[src/rtl/isquare_pkg.sv]
// Shared types and sizing constants for the isquare block.
package isquare_pkg;

   typedef enum logic [1:0] {
      IDLE = 2'd0,
      MUL  = 2'd1,
      BCD  = 2'd2,
      DONE = 2'd3
   } state_t;

   localparam int unsigned X_W      = 8;
   localparam int unsigned SQ_W     = 16;
   localparam int unsigned BCD_W    = 20;
   localparam int unsigned MUL_ITER = 8;
   localparam int unsigned BCD_ITER = 16;

endpackage

[src/rtl/isquare_dabble_adj.sv]
// Double-dabble digit correction: add 3 to a BCD digit that is 5 or more.
module dabble_adj (
   input  logic [3:0] d,
   output logic [3:0] q
);

   // Pre-shift correction so the following left shift carries correctly into the next digit
   always_comb begin
      q = d;
      if (d >= 4'd5) q = d + 4'd3;
   end

endmodule

[src/rtl/isquare.sv]
// Sequential squarer: shift-add multiply of x by itself, then double-dabble
// conversion of the 16-bit product to five packed BCD digits.
module isquare #(
   parameter int unsigned X_W = isquare_pkg::X_W
) (
   input  logic             clk,
   input  logic             clr,
   input  logic             start,
   input  logic [X_W-1:0]   x,
   output logic [2*X_W-1:0] sq,
   output logic [19:0]      sq_bcd,
   output logic             busy,
   output logic             done
);

   import isquare_pkg::*;

   localparam int unsigned SQW   = 2 * X_W;
   localparam int unsigned MUL_N = X_W;
   localparam int unsigned BCD_N = SQW;
   localparam int unsigned CNT_W = $clog2(BCD_N);
   localparam int unsigned NDIG  = BCD_W / 4;

   state_t            state;
   logic [X_W-1:0]    opnd;
   logic [SQW-1:0]    mcand;
   logic [SQW-1:0]    acc;
   logic [BCD_W-1:0]  bcd;
   logic [CNT_W-1:0]  cnt;

   logic [SQW-1:0]    acc_add;
   logic [SQW-1:0]    acc_rot;
   logic [BCD_W-1:0]  bcd_adj;
   logic [BCD_W-1:0]  bcd_next;

   for (genvar g = 0; g < NDIG; g++) begin : g_adj
      dabble_adj u_adj (
         .d (bcd[g*4 +: 4]),
         .q (bcd_adj[g*4 +: 4])
      );
   end

   // Next-value datapath for one multiply step and one double-dabble step.
   // The accumulator rotates during BCD so that after all BCD_N steps it is
   // back to the product, which is then published as sq.
   always_comb begin
      acc_add  = acc;
      if (opnd[0]) acc_add = acc + mcand;
      acc_rot  = {acc[SQW-2:0], acc[SQW-1]};
      bcd_next = {bcd_adj[BCD_W-2:0], acc[SQW-1]};
   end

   // Control FSM, iteration counter, datapath registers and result outputs
   always_ff @(posedge clk) begin
      if (!clr) begin
         state  <= IDLE;
         opnd   <= '0;
         mcand  <= '0;
         acc    <= '0;
         bcd    <= '0;
         cnt    <= '0;
         sq     <= '0;
         sq_bcd <= '0;
      end else begin
         case (state)
            IDLE: begin
               if (start) begin
                  opnd  <= x;
                  mcand <= SQW'(x);
                  acc   <= '0;
                  bcd   <= '0;
                  cnt   <= '0;
                  state <= MUL;
               end
            end
            MUL: begin
               acc   <= acc_add;
               mcand <= mcand << 1;
               opnd  <= opnd >> 1;
               if (cnt == CNT_W'(MUL_N - 1)) begin
                  cnt   <= '0;
                  state <= BCD;
               end else begin
                  cnt <= cnt + 1'b1;
               end
            end
            BCD: begin
               bcd <= bcd_next;
               acc <= acc_rot;
               if (cnt == CNT_W'(BCD_N - 1)) begin
                  cnt    <= '0;
                  sq     <= acc_rot;
                  sq_bcd <= bcd_next;
                  state  <= DONE;
               end else begin
                  cnt <= cnt + 1'b1;
               end
            end
            DONE: begin
               state <= IDLE;
            end
            default: state <= IDLE;
         endcase
      end
   end

   // Status flags decoded from the registered state
   always_comb begin
      busy = (state == MUL) || (state == BCD);
      done = (state == DONE);
   end

endmodule

[config.mk]
export PLATFORM = sky130hd
export DESIGN_NAME = isquare
export DESIGN_NICKNAME = d
export VERILOG_FILES = /design/src/rtl/isquare_pkg.sv /design/src/rtl/isquare_dabble_adj.sv /design/src/rtl/isquare.sv
export SDC_FILE = /design/constraint.sdc
export NUM_CORES = 1
export LEC_CHECK = 0
export ABC_AREA = 1
export BUFFER_PORTS_ARGS = -buffer_cell sky130_fd_sc_hd__clkbuf_2
export CORE_MARGIN = 1
export CORE_UTILIZATION = 50
export CTS_BUF_LIST = sky130_fd_sc_hd__clkbuf_2
export DETAILED_ROUTE_END_ITERATION = 7
export PLACE_DENSITY = 0.71
export SYNTH_ARGS = -nofsm -noshare
export SYNTH_HDL_FRONTEND = slang
export SYNTH_SLANG_ARGS = --single-unit
[constraint.sdc]
create_clock -name clk -period 2.55 [get_ports clk]
set_clock_uncertainty 0.1 [all_clocks]
set_input_delay 0.3825 -clock clk [delete_from_list [all_inputs] [get_ports clk]]
set_output_delay 0.3825 -clock clk [all_outputs]
set_load 0.1 [all_outputs]
; Word-level counts from Yosys, hierarchy flattened
; Cells that the tools add are included.
[op_classes]
add_sub_neg = 7
magnitude_cmp = 5
eq_ne = 9
mux = 22
n_reduce_logical = 11
[op_table]
columns = cell, n
row1 = $mux W16, 3
row2 = $pmux W16 S3, 1
row3 = $pmux W20 S2, 1
row4 = $pmux W16 S2, 1
row5 = $mux W4, 7
row6 = $ge A4 B3 Y1 const B, 5
row7 = $mux W20, 1
row8 = $add A16 B16 Y16, 1
row9 = $add A4 B2 Y4 const B, 4
row10 = $pmux W8 S2, 1
row11 = $pmux W4 S3, 1
row12 = $mux W8, 1
row13 = $ne A2 B2 Y1 const B, 4
row14 = $pmux W2 S4, 1
row15 = $reduce_and A2 Y1, 4
row16 = $mux W2, 3
row17 = $reduce_and A3 Y1, 2
row18 = $add A4 B1 Y4 const B, 1
row19 = $eq A2 B2 Y1 const B, 2
row20 = $eq A4 B3 Y1 const B, 1
row21 = $eq A4 B4 Y1 const B, 1
row22 = $reduce_bool A2 Y1, 2
row23 = $add A3 B2 Y3 const B, 1
row24 = $mux W3, 1
row25 = other kinds (4), 4
[totals]
reg_bits = 102
in_bits = 11
out_inout_bits = 38
wordCells = 62

; Depth between registers and ports, before layout
; Gate-level depths: netlist of the first run.
[logic_depth]
depth_word = 3
depth_mapped = 13
mapped_depth_nobuf = 13

; By module
; Synthesis of the first run repeated with hierarchy kept, for this count alone.
[unflattened]
hier_cells = 813
area_unflattened_um2 = 5575.3
[modules_own_cells]
columns = module, instances, cells_per_inst, area_per_inst_um2, seq_area_each_um2
row1 = isquare, 1, 698, 4899.7, 2021.9
row2 = dabble_adj, 5, 23, 135.1, 0.0

; Worst setup path before layout of the first run
; Ideal clock, no wire load.
[synth_timing]
path_type = register -> register
from = register state[0]
to = register acc[15]
setup_time_ps = 67
arrival_ps = 1935
required_ps = 2383
path_slack_ps = 447
path_stages_with_launch = 8
path_buffers = 1
synth_period_minus_slack_ps = 2103
cell_sequence = dfxtp_1 > inv_1 > ha_1 > nand2_2 > nor2_4 > buf_6 > nand2_1 > a21oi_2
[synth_between]
elab_chain_len = 3
word_cells_on_any_way = 8
cone_classes = 4 x eq/ne / 1 x mux / 3 x reduce/logical
[synth_rtl]
columns = item, line_no
row1 = from (decl), isquare.sv:24  ; state_t state;
row2 = from (signal assigned), isquare.sv:56  ; state <= IDLE;
row3 = from (signal assigned), isquare.sv:73  ; state <= MUL;
row4 = from (signal assigned), isquare.sv:82  ; state <= BCD;
row5 = $eq A2 B1 Y1 (tied with other cells), isquare.sv:65  ; case (state)
row6 = $ne A2 B2 Y1 (no source line) or $reduce_bool A3 Y1 (tied branches), n/a
row7 = $reduce_and A3 Y1 (no source line), n/a
row8 = to (signal assigned), isquare.sv:89  ; acc <= acc_rot;
row9 = to (decl), isquare.sv:27  ; logic [SQW-1:0] acc;
; Parallel ways exist; a longest one is shown, timed or not.
; A chain may end at the register's enable or synchronous reset.

; Worst setup path in the final report of the first run
[layout_timing]
from = register state[0]
to = output busy
[layout_between]
elab_chain_len = 2
word_cells_on_any_way = 3
cone_classes = 2 x eq/ne / 1 x reduce/logical
[layout_rtl]
columns = item, line_no
row1 = $eq A2 B1 Y1 or $eq A2 B2 Y1 (tied branches), isquare.sv:109  ; busy = (state == MUL) || (state == BCD);
row2 = $logic_or A1 B1 Y1 *, isquare.sv:109
row3 = to (decl), isquare.sv:12  ; output logic busy,
; Mark *: on every way between the ends. The rest lies on a longest branch, timed or not.

==> results of run 1 <==
layout make-up:
type / instances / area [µm²] / area share, %
Multi-Input combinational cell: 565 / 2865 / 48.72
Clock buffer: 10 / 50.05 / 0.8511
Sequential cell: 101 / 2022 / 34.38
Tap cell: 136 / 170.2 / 2.894
Timing Repair Buffer: 63 / 385.4 / 6.553
Clock inverter: 6 / 45.04 / 0.7660
Inverter: 91 / 342.8 / 5.830
cell families after synthesis:
logic type | count (synthesis) | synth area share [%]
simple gates | 353 | 27.02
compound gates | 168 | 16.54
buf+inv | 123 | 9.625
xor+xnor | 13 | 2.106
flops | 101 | 37.39
fa+ha+maj | 31 | 7.311
metrics by stage:
stage,std cells,power (µW)
CTS,972,3887
global route,972,4124
floorplan,789,2987
finish,972,3853
global placement,948,3149
detailed placement,948,3178
registers in the layout, indices dropped and copies added (netlist names):
| signal | count |
|---|---|
| opnd | 8 |
| sq_bcd | 19 |
| acc | 16 |
| cnt | 4 |
| bcd | 20 |
| mcand | 16 |
| sq | 16 |
| state | 2 |
synthesized netlist by cell type, drive strengths merged:
master	number
o22ai	1
a32oi	1
a31oi	9
clkinv	1
xor2	12
or2	3
nand3b	2
o21ai	75
a211oi	4
nor3	3
dfxtp	101
buf	18
clkbuf	14
nand2	221
fa	1
nand3	24
ha	30
nor2	98
a221oi	1
nand4	1
xnor2	1
and2	1
inv	90
a21oi	77
repair_timing:
item,CTS,global route
hold buffers,8,0
buffers inserted,0,0
resized for setup,0,0
hold endpoints to repair,11,0
worst min-delay path, delay by kind of cell:
kind | cells | cell delay (ns)
compound gates | 2 | 0.19
simple gates | 1 | 0.09
buf+inv | 1 | 0.13
power groups by stage:
| stage | clock [µW] | sequential [µW] | combinational, µW |
|---|---|---|---|
| floorplan | 0 | 1810 | 1170 |
| global placement | 0 | 1840 | 1310 |
| detailed placement | 0 | 1850 | 1330 |
| CTS | 724 | 1820 | 1340 |
| global route | 786 | 1840 | 1500 |
| finish | 695 | 1820 | 1340 |
final timing paths:
kind	depth (start not counted)	from	slack, ns	endpoint
setup / recovery	3	state[0]	0.15	busy
hold / removal	4	start	0.12	state[0]
setup reg to reg	12	acc[0]	0.41	acc[8]
hold reg to reg	2	opnd[5]	0.36	opnd[5]
routing by layer:
layer / up-vias / routed length, µm / GRT usage, %
met1: 2277 / 5742 / 28.57
met4: 0 / 128 / 6.151
met3: 11 / 431 / 4.537
met5: - / 0 / 0
met2: 97 / 5604 / 38.28
li1: 2599 / - / -
cell usage in the layout, fill, tap and decap left out, types with 4 or more instances in the layout:
cell	count
inv_1	86
o21ai_0	67
o21ai_1	7
nand3_1	22
dfxtp_1	101
nor2_1	90
ha_1	30
nand2_1	218
inv_2	4
clkbuf_2	58
xor2_1	12
dlygate4sd3_1	8
a21oi_1	75
a31oi_1	9
buf_4	6
==> flow_summary_export.csv, run 1 <==
group,metric,value,unit
run_status,outcome,"complete, no violations",
timing,hold_ws,0.1187,ns
timing,relSlewSlack,45.77,%
layout,diodes,0,
timing,hold_violations,0,
clock_tree,numCtsBuffers,9,
timing,rsz0062_at_grt,"false",
yosys,synth_area_leader_cell,"dfxtp_1",
setup_path,cp-start-kind,"flop",
yosys,yosysUniqueCellTypes,39,
timing,setup-violations-final,0,
global_routing,grt_start_max_net_pins,65,
layout,final_nets,873,
clock_tree,cts_tree,"built",
layout,fin_area,0.005881,mm²
clock_tree,h-tree-depth,3,
setup_path,cp_slowest_stage_delay,0.48,ns
placed_design,gp_congestion,0.8714,
power_and_ir_drop,p_int,2221,µW
yosys,syn_area,0.005408,mm²
timing,fin_crit_sh,94.23,%
setup_path,path_buf_inv,2,
power_and_ir_drop,seq_power_share,47.2,%
timing,fin_ws,0.1471,ns
setup_path,cp.arrival,1.92,ns
routing,wl_per_cell,12.25,µm
setup_path,worstPathRequired,2.07,ns
layout,fin_util,56.46,%
floorplan,die_h,106.0,µm
setup_path,critPathKind,"flop to output pin",
yosys,synth_top_area_share,37.39,%
placed_design,hpwl,8.660,mm
power_and_ir_drop,irDropWorstVdd,1.142,mV
yosys,ys_ff_latch,101,
routing,viasPerCell,5.128,
routing,wl,11.91,mm
yosys,synth_warnings,0,
setup_path,path_delay_family,"buffers and inverters",
global_routing,grt_pass1_vias,4578,
power_and_ir_drop,power.leakage,0.002730,µW
yosys,syn_area_per_cell,6.854,µm²
placed_design,placed_area,0.005705,mm²
clock_tree,clockBufferDepth,2,
setup_path,cp_cell_sequence,"inv_1, ha_1, clkbuf_2",
clock_tree,clk_pin_slew,0.26,ns
timing,slew_violations,0,
clock_tree,clk_latency,0.57,ns
global_routing,grt_use_total,22.38,%
layout,fillCellCount,1042,
layout,syn2layout_area_growth,8.746,%
setup_path,critPathMaxFanout,4,
global_routing,grt-ovfl-total,0,
global_routing,grt_pass1_wl,20.51,mm
floorplan,die-area,0.01123,mm²
yosys,yosysSeqAreaShare,37.39,%
timing,tightestPinTransition,0.8125,ns
clock_tree,clock_sinks,101,
floorplan,rows,37,
routing,drc,0,
power_and_ir_drop,combPwrFrac,34.8,%
routing,drtIter0Drc,240,
floorplan,die_w,106.0,µm
timing,fmax,416.2,MHz
power_and_ir_drop,switching_share,42.37,%
power_and_ir_drop,clock_power_share,18.0,%
setup_path,slowest_stage,"clkbuf_2",
routing,routed-via-count,4984,
placed_design,io_buffers,48,
yosys,synthTopCellsByArea,"dfxtp_1 (37%), nand2_1 (15%), a21oi_1 (6.9%)",
floorplan,core_area,0.01042,mm²
yosys,syn_inst,789,
yosys,synth_fp_nets,831,
clock_tree,cts_root_buf,"clkbuf_2",
timing,timing.final.crit_period,2.403,ns
job,cap_viol_max_count,0,
floorplan,floorplan.initialDensity,51.92,%
power_and_ir_drop,p_sw,1633,µW
global_routing,antenna_found_initial,0,
floorplan,ios,49,
routing,first_pass_iters,5,
placed_design,pre_cts_slack,0.4531,ns
layout,drive_gt1_share,11.36,%
power_and_ir_drop,p_per_area,655.3,mW/mm²
routing,antenna_left,0,
min_path,hold_path.class,"input port to flop",
setup_path,cp-end-kind,"output pin",
timing,tns,0,ns
Note: power is estimated with default switching activity, not from simulation.
==> inputs of run 2 (changes only) <==
--- a/config.mk
+++ b/config.mk
@@ -8,10 +8,10 @@
 export ABC_AREA = 1
 export BUFFER_PORTS_ARGS = -buffer_cell sky130_fd_sc_hd__clkbuf_2
 export CORE_MARGIN = 1
-export CORE_UTILIZATION = 50
+export CORE_UTILIZATION = 62
 export CTS_BUF_LIST = sky130_fd_sc_hd__clkbuf_2
 export DETAILED_ROUTE_END_ITERATION = 7
-export PLACE_DENSITY = 0.71
+export PLACE_DENSITY = 0.85
 export SYNTH_ARGS = -nofsm -noshare
 export SYNTH_HDL_FRONTEND = slang
 export SYNTH_SLANG_ARGS = --single-unit
==> run 2 against run 1 <==
  * Clock power up 27%
  * First-iteration DRC count down 20%
  * Die area down 19%
  * Via count up 0.80%
  * Critical endpoint unchanged
  * Highest routed layer unchanged
==> flow_summary_export.csv, run 2 (same netlist as run 1, synthesis figures left out) <==
group,metric,value,unit
routing,viasPerCell,5.345,
timing,fin_crit_sh,93.15,%
setup_path,cp-end-kind,"output pin",
routing,first_pass_iters,5,
setup_path,cp-start-kind,"flop",
clock_tree,post_cts_resized,0,
run_status,outcome,"complete, no violations",
global_routing,antenna_found_initial,0,
layout,drive_gt1_share,11.26,%
clock_tree,numCtsBuffers,9,
power_and_ir_drop,irDropWorstVdd,1.090,mV
routing,wl,12.38,mm
global_routing,grt_pass1_vias,4734,
timing,tightestPinTransition,0.6490,ns
power_and_ir_drop,power.leakage,0.002739,µW
routing,antenna_left,0,
min_path,hold_path.class,"input port to flop",
global_routing,grt_use_total,28.75,%
clock_tree,post_cts.repair.setup_buffers,0,
setup_path,cp.arrival,1.89,ns
setup_path,cp_cell_sequence,"inv_1, ha_1, clkbuf_2",
layout,final_cell_mix,"nand2_1 (218), dfxtp_1 (101), nor2_1 (90)",
timing,hold_violations,0,
placed_design,hpwl,8.795,mm
timing,slew_violations,0,
placed_design,pre_cts_slack,0.4786,ns
floorplan,floorplan.initialDensity,64.84,%
layout,final_common_cell,"nand2_1",
timing,rsz0062_at_grt,"false",
layout,layout.cells.non_filler,940,
job,cap_viol_max_count,0,
floorplan,core_area,0.008341,mm²
clock_tree,cts_tree,"built",
timing,tns,0,ns
timing,setup-violations-final,0,
routing,drc,0,
layout,diodes,0,
power_and_ir_drop,p_total,4068,µW
layout,largest_reg_flops,20,
layout,regMostFlops,"bcd",
routing,routed-via-count,5024,
setup_path,worstPathRequired,2.07,ns
routing,drtIter0Drc,191,
clock_tree,clock_sinks,101,
floorplan,ios,49,
floorplan,die-area,0.009099,mm²
timing,fmax,421.0,MHz
clock_tree,cts_root_buf,"clkbuf_2",
layout,final_nets,873,
routing,wl_per_cell,13.17,µm
setup_path,critPathKind,"flop to output pin",
clock_tree,clk_pin_slew,0.31,ns
floorplan,die_w,95.39,µm
power_and_ir_drop,p_per_area,691.1,mW/mm²
global_routing,grt-ovfl-total,0,
placed_design,io_buffers,48,
placed_design,gp_congestion,0.8918,
placed_design,dpl.cell_count,917,
setup_path,slowest_stage,"clkbuf_2",
setup_path,cp_slowest_stage_delay,0.48,ns
timing,relSlewSlack,56.67,%
timing,timing.final.crit_period,2.375,ns
floorplan,die_h,95.39,µm
clock_tree,clk_latency,0.58,ns
floorplan,rows,33,
global_routing,grt_pass1_wl,20.71,mm
setup_path,critPathMaxFanout,4,
clock_tree,clockBufferDepth,2,
clock_tree,h-tree-depth,3,
layout,reg.largest.list,"bcd: 20 flops, sq_bcd: 19 flops",
timing,fin_ws,0.1747,ns
layout,syn2layout_area_growth,8.862,%
global_routing,grt_start_max_net_pins,38,
run 2: cell count changes in the layout (fill, tap and decap cells not counted):
cell        delta
clkbuf_2       -1
clkinv_4       -1
inv_6          -2
clkinvlp_4     +2
bufinv_16      +2
clkinv_2       -2
inv_8          +1
run 2: path summary, 6_finish.rpt:
kind / from / to / slack (ns) / depth (start not counted)
min: start / cnt[0] / 0.16 / 4
min reg2reg: opnd[3] / opnd[2] / 0.35 / 2
max reg2reg: state[0] / state[1] / 0.42 / 8
max: state[0] / busy / 0.17 / 3
run 2: metal layers:
layer | wire (µm) | global-route usage, % | vias up
li1 | - | - | 2597
met1 | 5603 | 34.91 | 2299
met2 | 6110 | 51.37 | 106
met3 | 434 | 4.306 | 22
met4 | 229 | 10.07 | 0
met5 | 0 | 0 | -
run 2: through the flow:
| step | hold WS (ns) | cell area, µm² | utilization [%] |
|---|---|---|---|
| 2_1_floorplan | 0.3247 | 5408 | - |
| 3_3_place_gp | 0.3359 | 5667 | 67.94 |
| 3_5_place_dp | 0.3462 | 5667 | 67.94 |
| 4_1_cts | 0.1310 | 5887 | 70.58 |
| 5_1_grt | 0.1382 | 5887 | 70.58 |
| 6_report | 0.1553 | 5887 | 70.58 |
run 2: worst max-delay path, delay by kind of cell (launching register included):
family	cells	cell delay (ns)
fa+ha+maj	1	0.36
flops	1	0.44
buf+inv	2	0.56
run 2: final cells by class:
type / count / area [µm²]
inverter: 91 / 342.8
clock buffer: 9 / 45.04
fill: 746 / 2454
timing repair buffer: 63 / 385.4
multi-input combinational: 565 / 2865
tap: 105 / 131.4
sequential: 101 / 2022
clock inverter: 6 / 95.09
run 2: report_power, final:
part,total [µW],leakage [µW],switching (µW),internal [µW]
combinational,1380,0.00185,1010,369
clock,882,0.0000765,553,329
sequential,1810,0.000817,91.7,1720
run 2: timing repair:
action,in CTS,in global routing
endpoints found under the hold margin,12,0
hold buffers,8,0
setup endpoints to repair,0,0
==> inputs of run 3 (changes only) <==
--- a/config.mk
+++ b/config.mk
@@ -7,11 +7,12 @@
 export LEC_CHECK = 0
 export ABC_AREA = 1
 export BUFFER_PORTS_ARGS = -buffer_cell sky130_fd_sc_hd__clkbuf_2
+export CAP_MARGIN = 30
 export CORE_MARGIN = 1
-export CORE_UTILIZATION = 62
+export CORE_UTILIZATION = 50
 export CTS_BUF_LIST = sky130_fd_sc_hd__clkbuf_2
 export DETAILED_ROUTE_END_ITERATION = 7
-export PLACE_DENSITY = 0.85
+export PLACE_DENSITY = 0.74
 export SYNTH_ARGS = -nofsm -noshare
 export SYNTH_HDL_FRONTEND = slang
 export SYNTH_SLANG_ARGS = --single-unit
==> constraint.sdc (replaced) <==
create_clock -name clk -period 2.1 [get_ports clk]
set_clock_uncertainty 0.1 [all_clocks]
set_input_delay 0.315 -clock clk [delete_from_list [all_inputs] [get_ports clk]]
set_output_delay 0.315 -clock clk [all_outputs]
set_load 0.1 [all_outputs]
==> run 3 against run 2 <==
  * Core utilization is 13 points lower
  * Largest power group unchanged
  * First-iteration DRC count is 40% higher
  * Via count is 0.96% higher
  * Wire length is 0.64% lower
  * Non-clock buffer count is 5 higher
  * Power is 26% higher
  * Sequential power is 22% higher
  * Die area is 23% higher
==> flow_summary_export.csv, run 3 (same netlist as run 1, synthesis figures left out) <==
group,metric,value,unit
layout,regMostFlops,"bcd",
floorplan,ios,49,
run_status,outcome,"complete, no violations",
timing,tns,0,ns
timing,slew_violations,0,
power_and_ir_drop,irDropWorstVdd,1.105,mV
min_path,hold_depth,3,
placed_design,gp_congestion,0.8882,
power_and_ir_drop,p_total,5144,µW
power_and_ir_drop,p_per_area,852.2,mW/mm²
placed_design,hpwl,8.711,mm
global_routing,grt_pass1_vias,4689,
floorplan,die-area,0.01123,mm²
setup_path,reg2reg_slack,0.19,ns
layout,drive_gt1_share,13.08,%
setup_path,cp.arrival,1.56,ns
routing,wl_per_cell,12.59,µm
layout,largest_reg_flops,20,
clock_tree,clock_sinks,101,
global_routing,grt_use_total,23.24,%
layout,reg.largest.list,"bcd: 20 flops, sq_bcd: 19 flops",
routing,viasPerCell,5.191,
setup_path,r2r_end,"acc[11]",
clock_tree,h-tree-depth,3,
routing,antenna_left,0,
routing,drc,0,
floorplan,die_w,106.0,µm
clock_tree,cts_root_buf,"clkbuf_2",
floorplan,die_h,106.0,µm
global_routing,grt_start_max_net_pins,38,
routing,drtIter0Drc,267,
setup_path,cp-end-kind,"output pin",
layout,final_nets,878,
setup_path,r2r-start,"state[1]",
layout,final_common_cell,"nand2_1",
floorplan,core_area,0.01042,mm²
floorplan,rows,37,
min_path,hold_path_end,"bcd[6]",
layout,syn2layout_area_growth,11.64,%
timing,tightestPinTransition,0.5483,ns
timing,setup-violations-final,0,
job,cap_viol_max_count,0,
placed_design,io_buffers,48,
setup_path,worstPathRequired,1.68,ns
global_routing,antenna_found_initial,0,
global_routing,grt_pass1_wl,21.12,mm
floorplan,floorplan.initialDensity,51.92,%
setup_path,reg2reg_depth,7,
clock_tree,clockBufferDepth,2,
timing,rsz0062_at_grt,"false",
clock_tree,clk_pin_slew,0.28,ns
timing,fmax,505.6,MHz
routing,routed-via-count,5072,
setup_path,critPathKind,"flop to output pin",
timing,timing.final.crit_period,1.978,ns
routing,wl,12.30,mm
timing,hold_violations,0,
min_path,hold_path.class,"input port to flop",
layout,fillCellCount,992,
clock_tree,numCtsBuffers,9,
power_and_ir_drop,power.leakage,0.002784,µW
clock_tree,cts_tree,"built",
timing,relSlewSlack,63.60,%
timing,fin_crit_sh,94.18,%
routing,first_pass_iters,4,
layout,diodes,0,
min_path,hold_start,"clr",
setup_path,critPathMaxFanout,3,
setup_path,cp-start-kind,"flop",
clock_tree,clk_latency,0.59,ns
global_routing,grt-ovfl-total,0,
layout,final_cell_mix,"nand2_1 (218), dfxtp_1 (94), nor2_1 (90)",
==> run 3: cell count changes in the layout (fill, tap and decap cells not counted), sizes merged <==
cell / before / now
buf: 7 / 13
clkbuf: 57 / 56
inv: 92 / 93
==> run 3: how the worst max path moves through the flow <==
stage / start / end / slack, ns / cells past startpoint
finish: state[1] / busy / 0.12 / 3
global route: acc[4] / acc[15] / 0.004 / 12
global placement: acc[0] / acc[8] / 0.18 / 12
CTS: acc[0] / acc[8] / 0.03 / 12
detailed placement: acc[0] / acc[8] / 0.1 / 12
floorplan: state[0] / acc[15] / 0.09 / 7
==> run 3: routing by layer <==
metal / vias up / track usage [%] / wire, µm
met5: - / 0 / 0
met2: 101 / 38.52 / 5767
met1: 2330 / 29.02 / 5757
met3: 28 / 5.212 / 464
li1: 2613 / - / -
met4: 0 / 9.821 / 309
==> run 3: repair_timing <==
item / in CTS / in global routing
resized for setup: 8 / 11
buffers inserted: 0 / 2
hold buffers: 8 / 0
setup endpoints to repair: 2 / 11
cloned: 0 / 0
pin swaps: 0 / 1
hold endpoints to repair: 13 / 0
==> run 3: final cells by class <==
cell class	instances	area, µm²	share of cell area [%]
clock buffers	9	45.04	0.7461
clock inverters	7	96.34	1.596
inverters	91	344.1	5.699
multi-input cells	565	2898	48.00
flip-flops and latches	101	2031	33.64
well taps	136	170.2	2.819
repair buffers	68	452.9	7.503
==> run 3: critical path: stages, from the launching register on <==
cell	delay (ns)
dfxtp_2	0.40
inv_1	0.09
ha_4	0.30
clkbuf_16	0.19
==> run 3: metrics by stage <==
stage	util, %	hold slack [ns]	cell area [µm²]	worst slack (ns)	std cells
global placement	55.02	0.3345	5731	0.1838	951
global route	57.96	0.004902	6037	0.004036	977
floorplan	-	0.3247	5410	0.09056	789
finish	57.96	0.01850	6037	0.1221	977
detailed placement	55.02	0.3428	5731	0.09505	951
CTS	57.54	0.001778	5993	0.03347	975
==> run 3: power breakdown <==
group / internal, µW / switching, µW
clock network: 397 / 685
logic: 587 / 1270
registers: 2090 / 118
total: 3080 / 2070
